### src/rtl/fpu_pkg.sv
// Shared constants for the FPU operand scheduler: state encoding and
// IEEE-754 single-precision field widths / canned abort value.
package fpu_pkg;

    localparam int EXP_W = 8;
    localparam int MAN_W = 23;

    // Quiet NaN: sign 0, exponent all ones, mantissa MSB set.
    localparam logic [31:0] QNAN = {1'b0, {EXP_W{1'b1}}, 1'b1, {(MAN_W-1){1'b0}}};

    typedef enum logic [1:0] {
        IDLE  = 2'd0,
        ISSUE = 2'd1,
        WAIT  = 2'd2,
        RESP  = 2'd3
    } state_e;

endpackage

### src/rtl/fpu_operand_sched_if.sv
// Bundle of requester, FPU-side and result handshake signals around the
// operand scheduler.
interface fpu_operand_sched_if #(
    parameter int DATA_W = 32
);
    logic              in0_valid;
    logic              in0_ready;
    logic [DATA_W-1:0] in0_data;
    logic              in1_valid;
    logic              in1_ready;
    logic [DATA_W-1:0] in1_data;
    logic              mux_sel;
    logic [DATA_W-1:0] op_data;
    logic              fpu_start;
    logic              fpu_done;
    logic [DATA_W-1:0] fpu_result;
    logic              out_valid;
    logic              out_ready;
    logic [DATA_W-1:0] out_data;
    logic              out_id;
    logic              out_err;
    logic              busy;

    modport sched (
        input  in0_valid, in0_data, in1_valid, in1_data,
               fpu_done, fpu_result, out_ready,
        output in0_ready, in1_ready, mux_sel, op_data, fpu_start,
               out_valid, out_data, out_id, out_err, busy
    );

    modport tb (
        output in0_valid, in0_data, in1_valid, in1_data,
               fpu_done, fpu_result, out_ready,
        input  in0_ready, in1_ready, mux_sel, op_data, fpu_start,
               out_valid, out_data, out_id, out_err, busy
    );

endinterface

### src/rtl/rr_arbiter_2.sv
// Two-way round-robin grant: ptr_i picks the winner only when both request.
module rr_arbiter_2 (
    input  logic req0_i,
    input  logic req1_i,
    input  logic ptr_i,
    output logic gnt_idx_o,
    output logic gnt_vld_o
);

    assign gnt_vld_o = req0_i | req1_i;
    assign gnt_idx_o = (req0_i & req1_i) ? ptr_i : req1_i;

endmodule

### src/rtl/fpu_operand_sched.sv
// Shares one FPU operand path between two requesters: arbitrate, latch the
// operand, pulse start, wait for done (with watchdog), return tagged result.
module fpu_operand_sched
    import fpu_pkg::*;
#(
    parameter int DATA_W  = 32,
    parameter int TIMEOUT = 64,
    parameter int CNT_W   = 7
) (
    input  logic clk,
    input  logic rst_n,
    fpu_operand_sched_if.sched bus
);

    state_e            state_q, state_d;
    logic              rr_q, rr_d;
    logic              sel_q, sel_d;
    logic [DATA_W-1:0] op_q, op_d;
    logic [DATA_W-1:0] res_q, res_d;
    logic              id_q, id_d;
    logic              err_q, err_d;
    logic [CNT_W-1:0]  wd_q, wd_d;

    logic gnt_idx, gnt_vld;
    logic rdy0, rdy1, start, ovld;

    rr_arbiter_2 u_arb (
        .req0_i    (bus.in0_valid),
        .req1_i    (bus.in1_valid),
        .ptr_i     (rr_q),
        .gnt_idx_o (gnt_idx),
        .gnt_vld_o (gnt_vld)
    );

    always_comb begin
        state_d = state_q;
        rr_d    = rr_q;
        sel_d   = sel_q;
        op_d    = op_q;
        res_d   = res_q;
        id_d    = id_q;
        err_d   = err_q;
        wd_d    = wd_q;
        rdy0    = 1'b0;
        rdy1    = 1'b0;
        start   = 1'b0;
        ovld    = 1'b0;
        case (state_q)
            IDLE: begin
                // Ready is masked while reset is held so no handshake is
                // reported that the registers cannot capture.
                if (gnt_vld && rst_n) begin
                    rdy0    = ~gnt_idx;
                    rdy1    = gnt_idx;
                    op_d    = gnt_idx ? bus.in1_data : bus.in0_data;
                    sel_d   = gnt_idx;
                    rr_d    = ~gnt_idx;
                    state_d = ISSUE;
                end
            end
            ISSUE: begin
                start   = 1'b1;
                wd_d    = '0;
                state_d = WAIT;
            end
            WAIT: begin
                wd_d = wd_q + 1'b1;
                // A done landing on the timeout cycle still delivers the result.
                if (bus.fpu_done) begin
                    res_d   = bus.fpu_result;
                    id_d    = sel_q;
                    err_d   = 1'b0;
                    state_d = RESP;
                end else if (wd_q == CNT_W'(TIMEOUT - 1)) begin
                    res_d   = DATA_W'(QNAN);
                    id_d    = sel_q;
                    err_d   = 1'b1;
                    state_d = RESP;
                end
            end
            RESP: begin
                ovld = 1'b1;
                if (bus.out_ready) state_d = IDLE;
            end
            default: state_d = IDLE;
        endcase
    end

    always_ff @(posedge clk or negedge rst_n) begin
        if (!rst_n) begin
            state_q <= IDLE;
            rr_q    <= 1'b0;
            sel_q   <= 1'b0;
            op_q    <= '0;
            res_q   <= '0;
            id_q    <= 1'b0;
            err_q   <= 1'b0;
            wd_q    <= '0;
        end else begin
            state_q <= state_d;
            rr_q    <= rr_d;
            sel_q   <= sel_d;
            op_q    <= op_d;
            res_q   <= res_d;
            id_q    <= id_d;
            err_q   <= err_d;
            wd_q    <= wd_d;
        end
    end

    assign bus.in0_ready = rdy0;
    assign bus.in1_ready = rdy1;
    assign bus.mux_sel   = sel_q;
    assign bus.op_data   = op_q;
    assign bus.fpu_start = start;
    assign bus.out_valid = ovld;
    assign bus.out_data  = res_q;
    assign bus.out_id    = id_q;
    assign bus.out_err   = err_q;
    assign bus.busy      = (state_q != IDLE);

endmodule

### src/flat_wrapper.sv
// flat-port wrapper written by rule: the top's interface ports become plain ports
module fpu_operand_sched_flat import fpu_pkg::*;
#(
    parameter int DATA_W  = 32,
    parameter int TIMEOUT = 64,
    parameter int CNT_W   = 7
)
  (clk, rst_n, bus_in0_valid, bus_in0_data, bus_in1_valid, bus_in1_data, bus_fpu_done, bus_fpu_result, bus_out_ready, bus_in0_ready, bus_in1_ready, bus_mux_sel, bus_op_data, bus_fpu_start, bus_out_valid, bus_out_data, bus_out_id, bus_out_err, bus_busy);
  fpu_operand_sched_if #(.DATA_W(DATA_W)) bus_i ();
  input  logic clk;
  input  logic rst_n;
  input wire logic [$bits(bus_i.in0_valid)-1:0] bus_in0_valid;
  input wire logic [$bits(bus_i.in0_data)-1:0] bus_in0_data;
  input wire logic [$bits(bus_i.in1_valid)-1:0] bus_in1_valid;
  input wire logic [$bits(bus_i.in1_data)-1:0] bus_in1_data;
  input wire logic [$bits(bus_i.fpu_done)-1:0] bus_fpu_done;
  input wire logic [$bits(bus_i.fpu_result)-1:0] bus_fpu_result;
  input wire logic [$bits(bus_i.out_ready)-1:0] bus_out_ready;
  output wire logic [$bits(bus_i.in0_ready)-1:0] bus_in0_ready;
  output wire logic [$bits(bus_i.in1_ready)-1:0] bus_in1_ready;
  output wire logic [$bits(bus_i.mux_sel)-1:0] bus_mux_sel;
  output wire logic [$bits(bus_i.op_data)-1:0] bus_op_data;
  output wire logic [$bits(bus_i.fpu_start)-1:0] bus_fpu_start;
  output wire logic [$bits(bus_i.out_valid)-1:0] bus_out_valid;
  output wire logic [$bits(bus_i.out_data)-1:0] bus_out_data;
  output wire logic [$bits(bus_i.out_id)-1:0] bus_out_id;
  output wire logic [$bits(bus_i.out_err)-1:0] bus_out_err;
  output wire logic [$bits(bus_i.busy)-1:0] bus_busy;
  assign bus_i.in0_valid = bus_in0_valid;
  assign bus_i.in0_data = bus_in0_data;
  assign bus_i.in1_valid = bus_in1_valid;
  assign bus_i.in1_data = bus_in1_data;
  assign bus_i.fpu_done = bus_fpu_done;
  assign bus_i.fpu_result = bus_fpu_result;
  assign bus_i.out_ready = bus_out_ready;
  assign bus_in0_ready = bus_i.in0_ready;
  assign bus_in1_ready = bus_i.in1_ready;
  assign bus_mux_sel = bus_i.mux_sel;
  assign bus_op_data = bus_i.op_data;
  assign bus_fpu_start = bus_i.fpu_start;
  assign bus_out_valid = bus_i.out_valid;
  assign bus_out_data = bus_i.out_data;
  assign bus_out_id = bus_i.out_id;
  assign bus_out_err = bus_i.out_err;
  assign bus_busy = bus_i.busy;
  fpu_operand_sched #(.DATA_W(DATA_W), .TIMEOUT(TIMEOUT), .CNT_W(CNT_W)) u_core (.clk(clk), .rst_n(rst_n), .bus(bus_i));
endmodule
### config.mk
export PLATFORM = sky130hd
export DESIGN_NAME = fpu_operand_sched_flat
export DESIGN_NICKNAME = d
export VERILOG_FILES = /design/src/rtl/fpu_pkg.sv /design/src/rtl/fpu_operand_sched_if.sv /design/src/rtl/rr_arbiter_2.sv /design/src/rtl/fpu_operand_sched.sv /design/src/flat_wrapper.sv
export SDC_FILE = /design/constraint.sdc
export NUM_CORES = 1
export LEC_CHECK = 0
export ABC_CLOCK_PERIOD_IN_PS = 2650
export BUFFER_PORTS_ARGS = -buffer_cell sky130_fd_sc_hd__buf_4
export CAP_MARGIN = 20
export CORE_AREA = 2 2 102 104
export CTS_CLUSTER_SIZE = 40
export DETAILED_ROUTE_END_ITERATION = 7
export DIE_AREA = 0 0 104 106
export PLACE_DENSITY_LB_ADDON = 0.2
export SYNTH_ARGS = -nofsm -noshare
export SYNTH_HDL_FRONTEND = slang
export SYNTH_SLANG_ARGS = --single-unit
### constraint.sdc
create_clock -name clk -period 2.65 [get_ports clk]
set_input_delay 0.795 -clock clk [delete_from_list [all_inputs] [get_ports clk]]
set_output_delay 0.795 -clock clk [all_outputs]
set_load 0.1 [all_outputs]
==> results by group <==
Run status
  • Status: completed

Critical path
  • FF-to-FF End: u_core.bus.out_id
  • Worst Setup End Kind: output port
  • Crit path from: u_core.state_q[1]
  • Crit Path Class: reg2out
  • Internal reg-to-reg setup slack: 0.65 ns
  • CP startpoint kind: flip-flop
  • R2R cell count: 5
  • Reg-to-reg critical path startpoint: u_core.state_q[0]
  • Crit-path max FO: 5
  • Critical path arrival: 1.70 ns
  • CP required: around 1.9 ns
  • Crit path to: bus_in1_ready

Synthesis
  • Simple-Gate Fraction of Synth Area: 10.99%
  • Syn_nets: about 370
  • Synth Flop Type: dfrtp_1
  • Cell variety after synth: 45
  • Post-Synthesis Cells: between 200 and 300
  • Yosys reg bits: between 70 and 80
  • XOR/XNOR Fraction of Synth Area: 0%
  • Synthesized-area fraction occupied by adder cells: 2.191%
  • Syn. warnings: 0
  • Compound-Gate Fraction of Synth Area: 23.89%
  • Post-synth EDFFs: 0
  • Post-synthesis mux area share: less than 1%
  • Ys async rst share: 100.0%
  • Synthesized area: 3426 µm²
  • Mean area per synthesized cell: about 13 µm²
  • Largest family of logic cells by synthesized area: compound AO/OA/AOI/OAI gates
  • Sequential area share after synthesis: a little under three fifths

Global route
  • Initial antenna violation count: 0
  • Gr ovfl total: 0
  • Total GRT Usage: 16.21%
  • Vias in the first global route: 2,816
  • Largest net degree at the start of global routing: 44
  • First-pass GRT wire length: 14,310 µm

Cells and area
  • Final nets: 540
  • Area delta synth->final: 46.53%
  • Share of layout cells above drive strength 1: 47.71%
  • N_diodes: 0
  • Design area: 5020 µm²
  • Finished Layout Cells: about 570

Hold path
  • Hold WC Path Type: reg2reg
  • Worst Hold Depth: 1
  • Hold_sp: u_core.bus.out_data[23]

Floorplan
  • Initial core utilization: 34.26%
  • I/O pin count: 174
  • Core area: between 9000 and 10,000 µm²
  • DIE AREA: 11,020 µm²
  • Die W: roughly 100 µm
  • # rows: 37
  • Die Ht: 106 µm

Clock tree
  • Clock Latency Late Sink: about 0.34 ns
  • CTS tree: built
  • Hold_buf cts: 0
  • Root buffer cell: clkbuf_8
  • Number of CTS-inserted buffers: 9
  • Clock tree buffer depth: 2
  • H-tree depth: 3
  • Num Clock Sinks: 77
  • Clock slew at reported path FFs: 0.08 ns

Detailed routing
  • Avg Vias per Cell: 4.878
  • TritonRoute pass-1 iters: 4
  • Wire per inst: 15.76 µm
  • Post-route DRC: 0
  • Routed WL: between 9000 and 10,000 µm
  • Initial DRC count: 105
  • Post-DRT Antenna Nets: 0
  • Vias: about 2,800

Timing
  • Final setup fails: 0
  • Post-route setup TNS: 0 ns
  • Worst-case clock skew: 0.01115 ns
  • Worst slew pin tran: 0.7756 ns
  • Fin crit share: 94.09%
  • Minimum clock period after layout: ~2.5 ns
  • RSZ-0062 raised after global routing: false
  • Slew Limit Fails: 0
  • Final Hold Vio Count: 0
  • Rel. slew slack: 48.05%
  • Highest Clock Rate: 401.1 MHz

Place
  • Placement Cell Area: 4773 µm²
  • Detail Placement HPWL: 6584 µm
  • Port Buffers: 173
  • Routability cong.: between 0.7 and 0.8
  • Cells after DPL: 557

Run
  • Max cap viols: 0
==> routing by layer <==
layer | track usage, % | share of wire, % | wire length, µm | vias to the layer above
li1 | - | - | - | 1334
met1 | 21.01 | 43 | 3866 | 1330
met2 | 26.17 | 49 | 4379 | 109
met3 | 3.801 | 6.2 | 560 | 17
met4 | 6.757 | 2.3 | 208 | 0
met5 | 0 | 0 | 0 | -
==> area by class of cell <==
type	instances	area, µm²
clock buffers	9	123.9
clock inverters	6	112.6
fillers	922	4980
inverters	8	30.03
multi-input cells	156	1297
flip-flops and latches	77	1927
well taps	136	170.2
repair buffers	180	1359
==> repair_timing <==
| action | 4_1_cts | 5_1_grt |
|---|---|---|
| endpoints found under the hold margin | 0 | 0 |
| gates resized for setup | 0 | 3 |
| setup endpoints to repair | 0 | 2 |
| buffers inserted | 0 | 0 |
==> layout by cell type, fill, tap and decap left out, types with 3 or more instances in the layout <==
cell	instances
clkbuf_8	9
nor2_1	3
nand2_1	4
a22o_1	24
dfrtp_1	77
buf_4	178
a221o_1	32
ha_1	5
a21oi_1	3
and2_0	32
inv_1	7
bufinv_16	3
nand3_1	5
o21ai_0	3
o22a_1	9
==> cells in the mapped netlist (2+ instances only) <==
library cell  count  share of area (%)
nand2b_1          2               0.37
o22a_1            9                2.3
buf_6            13                4.3
buf_4             2               0.44
clkbuf_1          2               0.22
dfrtp_1          77                 56
a21oi_4           2               0.95
nand3_1           5               0.73
a31oi_1           2               0.37
and4_4            2               0.66
a221o_1          32                9.3
and2_0           32                5.8
o211ai_1          2               0.44
nand2_1           4               0.44
or2b_2            2               0.51
nor2_1            3               0.33
a21oi_1           3               0.44
a22o_1           24                6.1
inv_1             7               0.77
ha_1              6                2.2
a31o_1            2               0.51
o21ai_0           3               0.44
==> cell families (layout without fill, tap and decap cells) <==
logic type / Yosys count / after routing
and+or+nand+nor: 60 / 60
buffers and inverters: 26 / 203
AOI/OAI and AO/OA: 88 / 88
DFF: 77 / 77
adders and majority gates: 6 / 6
muxes: 2 / 2
==> worst min path at each step <==
stage | to | slack [ns]
floorplan | u_core.wd_q[0] | 0.48
global placement | u_core.bus.out_data[30] | 0.47
detailed placement | u_core.bus.out_data[23] | 0.48
CTS | u_core.bus.out_data[23] | 0.50
global route | u_core.bus.out_data[29] | 0.51
finish | u_core.bus.out_data[23] | 0.49
==> state kept, by name (all words and copies together), names as in the netlist <==
register and cells:
u_core.bus.out_id 1, u_core.bus.op_data 32, u_core.bus.out_err 1, u_core.bus.out_data 32, u_core.rr_q 1, u_core.wd_q 7
u_core.state_q 2, u_core.bus.mux_sel 1
==> worst max-delay path, cell delays in order, from the launching register on <==
cell	delay, ns
dfrtp_1	0.41
inv_1	0.15
ha_2	0.26
nand3_1	0.15
a21oi_4	0.16
buf_6	0.24
==> stage by stage <==
stage | worst slack (ns) | util, % | hold WS [ns]
floorplan | 0.4498 | - | 0.4776
global placement | 0.2383 | 47.74 | 0.4733
detailed placement | 0.1800 | 47.74 | 0.4787
CTS | 0.005274 | 50.10 | 0.4981
global route | 0.05586 | 50.20 | 0.5090
finish | 0.1567 | 50.20 | 0.4926
Power is left out: the tool's default activity adds up to more than one toggle a clock period on the data nets, which glitch-free logic cannot reach.
